--- config.mk ---
export PLATFORM = sky130hd
export DESIGN_NAME = regfile_issue
export DESIGN_NICKNAME = d
export VERILOG_FILES = /design/src/rtl/riscy_pkg.sv /design/src/rtl/regfile_scoreboard.sv /design/src/rtl/regfile_issue.sv
export SDC_FILE = /design/constraint.sdc
export NUM_CORES = 2
export LEC_CHECK = 0
export CORE_MARGIN = 2
export CORE_UTILIZATION = 45
export CTS_CLUSTER_DIAMETER = 120
export DETAILED_ROUTE_END_ITERATION = 10
export GPL_ROUTABILITY_DRIVEN = 0
export PLACE_DENSITY = 0.72
export SLEW_MARGIN = 20
export SYNTH_ARGS = -nofsm -noshare
export SYNTH_HDL_FRONTEND = slang
export SYNTH_SLANG_ARGS = --single-unit
--- constraint.sdc ---
create_clock -name clk -period 10 [get_ports clk]
set_input_delay 2 -clock clk [delete_from_list [all_inputs] [get_ports clk]]
set_output_delay 2 -clock clk [all_outputs]
set_load 0.01 [all_outputs]
--- src/rtl/riscy_pkg.sv ---
// Shared types and constants for the integer issue path.
// Register addressing, ALU op encoding, issue-to-ex bundle.
package riscy_pkg;

  localparam int XLEN = 32;
  localparam int NREG = 32;
  localparam int AW   = $clog2(NREG);

  typedef logic [AW-1:0] reg_addr_t;

  typedef enum logic [2:0] {
    ALU_ADD = 3'b000,
    ALU_SUB = 3'b001,
    ALU_AND = 3'b010,
    ALU_OR  = 3'b011,
    ALU_SLT = 3'b101
  } alu_op_t;

  typedef struct packed {
    logic            valid;
    logic [XLEN-1:0] rs1;
    logic [XLEN-1:0] rs2;
    logic [2:0]      ctrl;
    reg_addr_t       rd;
  } id_ex_t;

endpackage

--- src/rtl/regfile_scoreboard.sv ---
// Busy-bit scoreboard: reservation on issue, release on writeback.
// Ports: set_i/set_addr_i reserve, wb_* release, busy_eff_o, sb_err_o.
module regfile_scoreboard
  import riscy_pkg::*;
(
  input  logic            clk,
  input  logic            rst_n,
  input  logic            set_i,
  input  logic [AW-1:0]   set_addr_i,
  input  logic            wb_valid_i,
  input  logic [AW-1:0]   wb_addr_i,
  output logic [NREG-1:0] busy_eff_o,
  output logic            sb_err_o
);

  logic [NREG-1:0] busy_q, busy_d;
  logic            sb_err_q, sb_err_d;
  logic            wb_live;

  assign wb_live = wb_valid_i && (wb_addr_i != '0);

  // A writeback landing this cycle already frees its register.
  always_comb begin
    busy_eff_o = '0;
    for (int r = 1; r < NREG; r++) begin
      busy_eff_o[r] = busy_q[r] &
        ~(wb_valid_i && (wb_addr_i == AW'(r)));
    end
  end

  // Clear first, then set: a same-cycle re-reservation wins.
  always_comb begin
    busy_d = busy_q;
    if (wb_live)
      busy_d[wb_addr_i] = 1'b0;
    if (set_i && (set_addr_i != '0))
      busy_d[set_addr_i] = 1'b1;
    busy_d[0] = 1'b0;
  end

  always_comb begin
    sb_err_d = wb_live && !busy_q[wb_addr_i];
  end

  always_ff @(posedge clk) begin
    if (!rst_n) begin
      busy_q   <= '0;
      sb_err_q <= 1'b0;
    end else begin
      busy_q   <= busy_d;
      sb_err_q <= sb_err_d;
    end
  end

  assign sb_err_o = sb_err_q;

endmodule

--- src/rtl/regfile_issue.sv ---
// Register file + issue stage feeding registered operands to the ALU.
// Ports: iss_* request, ex_* ALU side, wb_* writeback, sb_err pulse.
module regfile_issue
  import riscy_pkg::*;
(
  input  logic            clk,
  input  logic            rst_n,
  input  logic            iss_valid,
  output logic            iss_ready,
  input  logic [AW-1:0]   iss_rs1,
  input  logic [AW-1:0]   iss_rs2,
  input  logic [AW-1:0]   iss_rd,
  input  logic [2:0]      iss_ctrl,
  output logic            ex_valid,
  input  logic            ex_ready,
  output logic [XLEN-1:0] ex_rs1,
  output logic [XLEN-1:0] ex_rs2,
  output logic [2:0]      ex_ctrl,
  output logic [AW-1:0]   ex_rd,
  input  logic            wb_valid,
  input  logic [AW-1:0]   wb_addr,
  input  logic [XLEN-1:0] wb_data,
  output logic            sb_err
);

  logic [XLEN-1:0] rf_q [NREG];
  id_ex_t          ex_q, ex_d;
  logic [NREG-1:0] busy_eff;
  logic            accept;
  logic            wb_live;

  assign wb_live = wb_valid && (wb_addr != '0);

  regfile_scoreboard u_sb (
    .clk        (clk),
    .rst_n      (rst_n),
    .set_i      (accept),
    .set_addr_i (iss_rd),
    .wb_valid_i (wb_valid),
    .wb_addr_i  (wb_addr),
    .busy_eff_o (busy_eff),
    .sb_err_o   (sb_err)
  );

  assign iss_ready = ~busy_eff[iss_rs1] &
                     ~busy_eff[iss_rs2] &
                     ~busy_eff[iss_rd] &
                     (~ex_q.valid | ex_ready);

  assign accept = iss_valid & iss_ready;

  // Read port with same-cycle writeback forwarding; x0 reads zero.
  function automatic logic [XLEN-1:0] rd_op(
    input logic [AW-1:0] a
  );
    if (a == '0)
      return '0;
    if (wb_live && (wb_addr == a))
      return wb_data;
    return rf_q[a];
  endfunction

  always_comb begin
    ex_d = ex_q;
    if (accept) begin
      ex_d.valid = 1'b1;
      ex_d.rs1   = rd_op(iss_rs1);
      ex_d.rs2   = rd_op(iss_rs2);
      ex_d.ctrl  = iss_ctrl;
      ex_d.rd    = iss_rd;
    end else if (ex_ready) begin
      ex_d.valid = 1'b0;
    end
  end

  always_ff @(posedge clk) begin
    if (!rst_n) begin
      ex_q <= '0;
    end else begin
      ex_q <= ex_d;
    end
  end

  always_ff @(posedge clk) begin
    if (!rst_n) begin
      for (int i = 0; i < NREG; i++)
        rf_q[i] <= '0;
    end else if (wb_live) begin
      rf_q[wb_addr] <= wb_data;
    end
  end

  assign ex_valid = ex_q.valid;
  assign ex_rs1   = ex_q.rs1;
  assign ex_rs2   = ex_q.rs2;
  assign ex_ctrl  = ex_q.ctrl;
  assign ex_rd    = ex_q.rd;

endmodule

-- Word-level counts from Yosys, hierarchy flattened
Memory sizes are Yosys's and may differ from the RTL's.
Cells that the tools add are included.
- register bits after elaboration: 106
- bits in latches: 0
- bits in writable memories: 1024
- bits in read-only memories: 0
- input bits: 60
- word-level logic and storage cells: 208
- memories: 1
- add/sub/neg operators: 0
- $mul: 0
- div/mod/pow operators: 0
- order comparisons: 6
- equal/unequal tests: 33
- shift-type cells: 0
- mux-type cells: 41
- bitwise logic cells: 74
- reductions and logical operators: 45
- memories (name ; depth ; bits a word ; rd ports ; clocked after Yosys merged registers in ; wr ports ; line ; RTL):
    rf_q ; 32 ; 32 ; 2 ; 0 ; 32 ; regfile_issue.sv:26 ; logic [XLEN-1:0] rf_q [NREG];
- operators with widths (operator ; number):
    32-bit two-way mux ; 11
    5-bit equality test, second input constant ; 16
    5-bit by 4-bit equality test with 1-bit output, second input constant ; 8
    1-bit logical AND ; 38
    1-bit AND ; 35
    1-bit NOT ; 35
    32-bit AND ; 1
    32-bit NOT ; 1
    32-bit bitwise OR ; 1
    32-bit OR reduction ; 1
    5-bit by 6-bit < comparator with 1-bit output, second input constant ; 4
    1-bit two-way mux ; 23
    1-bit binary-select mux with 5-bit select ; 4
    5-bit by 3-bit equality test with 1-bit output, second input constant ; 4
    1-bit demux with 5-bit select ; 2
    5-bit by 2-bit equality test with 1-bit output, second input constant ; 2
    5-bit equality test ; 2
    5-bit by 1-bit >= comparator with 1-bit output, second input constant ; 2
    5-bit logical NOT ; 2
    5-bit nonzero test ; 2
    5-bit by 1-bit equality test with 1-bit output, second input constant ; 1
    5-bit two-way mux ; 1
    2-bit nonzero test ; 1
    1-bit logical NOT ; 1
    1-bit bitwise OR ; 1

-- Logic depth before layout (Yosys ltp)
- depth after elaboration: 16
- depth in mapped cells: 11
- gate-level depth less buffers: 7

-- Cells and area by module
Synthesis repeated with hierarchy kept, for this count alone.
- cell total of the unflattened synthesis: 4151
- area, all modules: 60454.2 um^2
- modules (own cells, without submodules) (module ; times used ; cells each ; area each (um^2) ; seq. area each (um^2)):
    regfile_issue ; 1 ; 3951 ; 58678.8 ; 32210.9
    regfile_scoreboard ; 1 ; 200 ; 1775.5 ; 640.6

-- Least setup slack after synthesis
No wires, ideal clock.
- path kind: input-to-output
- from: in wb_addr[3]
- to: out iss_ready
- arrival: 4.018 ns
- required time: 8.000 ns
- slack: 3.982 ns
- cell stages on the path: 8
- buffers on the path: 2
- cell sequence: buf_2 -> or4b_1 -> buf_2 -> o211a_1 -> o41ai_1 -> a31oi_1 -> a2111oi_4 -> o211a_1
- longest elaborated chain between the ends: 10
- elaborated cells between the ends (all ways): 136
- RTL lines (what ; line ; RTL):
    start: declaration ; regfile_issue.sv:21 ; input logic [AW-1:0] wb_addr,
    5-bit by 1-bit equality test with 1-bit output (tied with other cells) ; regfile_scoreboard.sv:27 ; ~(wb_valid_i && (wb_addr_i == AW'(r)));
    1-bit logical AND ; regfile_scoreboard.sv:27 ;
    1-bit NOT ; regfile_scoreboard.sv:27 ;
    1-bit AND ; regfile_scoreboard.sv:26 ; busy_eff_o[r] = busy_q[r] &
    1-bit binary-select mux with 5-bit select, on equally long branches ; regfile_issue.sv:45, regfile_issue.sv:46 ;
    1-bit two-way mux, on equally long branches ; regfile_issue.sv:45, regfile_issue.sv:46 ;
    1-bit NOT, on equally long branches ; regfile_issue.sv:45, regfile_issue.sv:46 ;
    1-bit AND ; regfile_issue.sv:45 ; assign iss_ready = ~busy_eff[iss_rs1] &
    1-bit AND * ; regfile_issue.sv:46 ; ~busy_eff[iss_rs2] &
    1-bit AND * ; regfile_issue.sv:47 ; ~busy_eff[iss_rd] &
    end: declaration ; regfile_issue.sv:9 ; output logic iss_ready,
Mark *: on every way between the ends. The rest lies on a longest branch, timed or not. The select of a mux whose other input is x is not followed.

-- Worst setup path after layout
- from: in wb_addr[1]
- to: out iss_ready
The elaborated chain is that of the path after synthesis.

==> flow_summary.yaml <==
placement:
  dp_cells: 5577
  post-place-ws_ns: 2.09
  hpwl_mm: 111
  io_buffers: 134
  dpl_cell_area_um2: 63600
global_route:
  grt_pass1_wl_mm: 285
  grtUsageMet1_pct: 41.3
  grt_use_met3_pct: 10.7
  busiest_layer: "met2"
  grt_use_met2_pct: 42.0
  grt_max_degree: 102
  grt_pass1_vias: 38341
  grt_overflow_total: 0
  antenna_found_initial: 27
  track_usage_pct: 29.6
routing:
  routedWlPerCell_um: 35.0
  drt_iter0_markers: 7608
  dr.pass1.iters: 9
  drc: 0
  via_per_inst: 6.79
  finalWirelength_mm: 203
  via_count: 39428
  ant_nets: 0
synthesis:
  synthTopCellsByArea: "edfxtp_1 (51%), mux4_2 (24%), and2_1 (10%)"
  synthSimpleGateAreaFrac_pct: 13.0
  synth_warnings: 0
  synth_seq_cells: 1129
  synthAdderAreaFrac_pct: 0
  seq_area_frac_synth_pct: 54.6
  async_reset_ff_share_pct: 0
  yosysTopAreaCell: "edfxtp_1"
  synth_top_family_by_area: "multiplexers"
  ys.flop_type: "edfxtp_1"
  synth_compound_area_share_pct: 2.84
  post_synth.cell_area_avg_um2: 15.2
  synth_edf_count: 1024
  syn_inst: 3959
  yosysTopAreaCellShare_pct: 51.1
  yosys-top-cells-count: "edfxtp_1 (1024), and2_1 (993), mux4_2 (650), clkbuf_1 (346), nand2_1 (213)"
  synth_xor_area_share_pct: 0.160
  netlist_area_um2: 60200
  synth_most_common_cell: "edfxtp_1"
  yosys.cell_types.count: 67
  synthMuxAreaShare_pct: 26.5
final_layout:
  final_cells: 5808
  area_growth_pct: 12.0
  final_util_pct: 50.6
  nets: 3989
  fin_area_um2: 67400
  drive_above_1_share_pct: 25.2
timing:
  worst_slew_pin_slew_ns: 1.25
  fin_hold_ws_ns: 0.456
  fmax_mhz: 122
  finalSetupTns_ns: 0
  hold_violations: 0
  period_needed_ns: 8.19
  skew_ns: 0.0320
  slew_headroom_pct: 16.7
  period_share_pct: 81.9
  setup_slack_ns: 1.81
  finalSetupViolCount: 0
  finalMaxSlewViolations: 0
  rsz0062_at_grt: "no"
floorplan:
  pin_count: 135
  rows: 134
  fp.dieArea_um2: 137000
  start_util_pct: 45.2
  core_area_um2: 133000
  die_y_um: 370
  die_w_um: 370
critical_path:
  crit_type: "input pin to output pin"
  worstPathRequired_ns: 8.00
  cp_max_fo: 16
  critPathCaptureType: "output pin"
  startpoint_type: "input pin"
  cp.arrival_ns: 6.19
cts:
  cts_sinks: 1129
  cts_tree: "done"
  cts_hold_repair.buffers: 0
  h-tree-depth: 3
  cts_buffers: 116
  clk_path_buf_depth: 3
  path_clk_slew_ns: 0.06
  cts_root_buffer: "clkbuf_16"
  post_cts.repair.setup_buffers: 0
  cts-resized-gates: 0
  clock_latency_ns: 0.75
worst_hold_path:
  hold_path.class: "register to register"
status:
  status: "complete, no violations"
power_and_ir_drop:
  fin_total_pwr_mw: 11.3
  ir_drop_mv: 0.145
  powerDensity_nw_per_um2: 168
  power.leakage_nw: 22.8
flow_run:
  cap_violations: 0
-- flip-flops by register name, indices dropped and copies added, names as in the netlist --
| signal | cells |
|---|---|
| rf_q | 1024 |
| u_sb.sb_err_o | 1 |
| u_sb.busy_q | 31 |
| ex_rd | 5 |
| ex_valid | 1 |
| ex_rs1 | 32 |
| ex_rs2 | 32 |
| ex_ctrl | 3 |
-- final timing paths --
check | cells after the start | to | start | slack (ns)
worst max-delay path | 9 | iss_ready | wb_addr[1] | 1.81
worst min-delay path | 2 | ex_ctrl[0] | ex_ctrl[0] | 0.46
worst min register to register | 2 | ex_ctrl[0] | ex_ctrl[0] | 0.46
worst max register to register | 8 | ex_rs1[29] | u_sb.busy_q[14] | 6.97
-- logic make-up after synthesis --
logic type	Yosys count
AO/OA/AOI/OAI	233
XOR/XNOR	11
buffers and inverters	444
flip-flops	1129
multiplexers	783
other	1
AND/OR/NAND/NOR	1358
-- layout make-up --
cell class                      count  area [µm²]
Sequential cell                  1129       32900
Antenna cell                       15        37.5
Timing Repair Buffer              250        2270
Clock buffer                      169        3380
Fill cell                       10855       65700
Inverter                           15        62.6
Tap cell                         1768        2210
Multi-Input combinational cell   2417       26300
Clock inverter                     45         295
-- where the power goes --
part	internal [mW]	switching, mW	total [mW]
Sequential	5.42	0.137	5.55
Combinational	0.660	0.830	1.49
Clock	2.39	1.90	4.29
-- layer usage --
layer | share of wire (%) | up-vias
met5 | 0.028 | -
met2 | 43 | 3509
met4 | 4.5 | 8
li1 | - | 15253
met1 | 35 | 20055
met3 | 17 | 603
-- critical path, cell delays in order --
cell,delay (ns)
clkdlybuf4s50_1,0.71
buf_4,0.31
nand2b_1,0.68
o21ai_0,0.69
mux4_2,0.36
o22ai_1,0.09
a2111oi_2,0.49
o211a_1,0.30
clkdlybuf4s50_1,0.55
-- layout by cell type (no fill, tap or decap), drive strengths merged, types with 17 or more instances in the layout --
cell	n
dfxtp	105
o21ai	56
clkinv	40
nor3	17
clkdlybuf4s50	122
edfxtp	1024
inv	18
nand2	213
mux4	650
o32ai	18
conb	32
clkbuf	169
and2	993
nand3	44
o211ai	83
nor2	42
mux2i	129
buf	128
No activity file was read; power rests on OpenSTA's default activity.
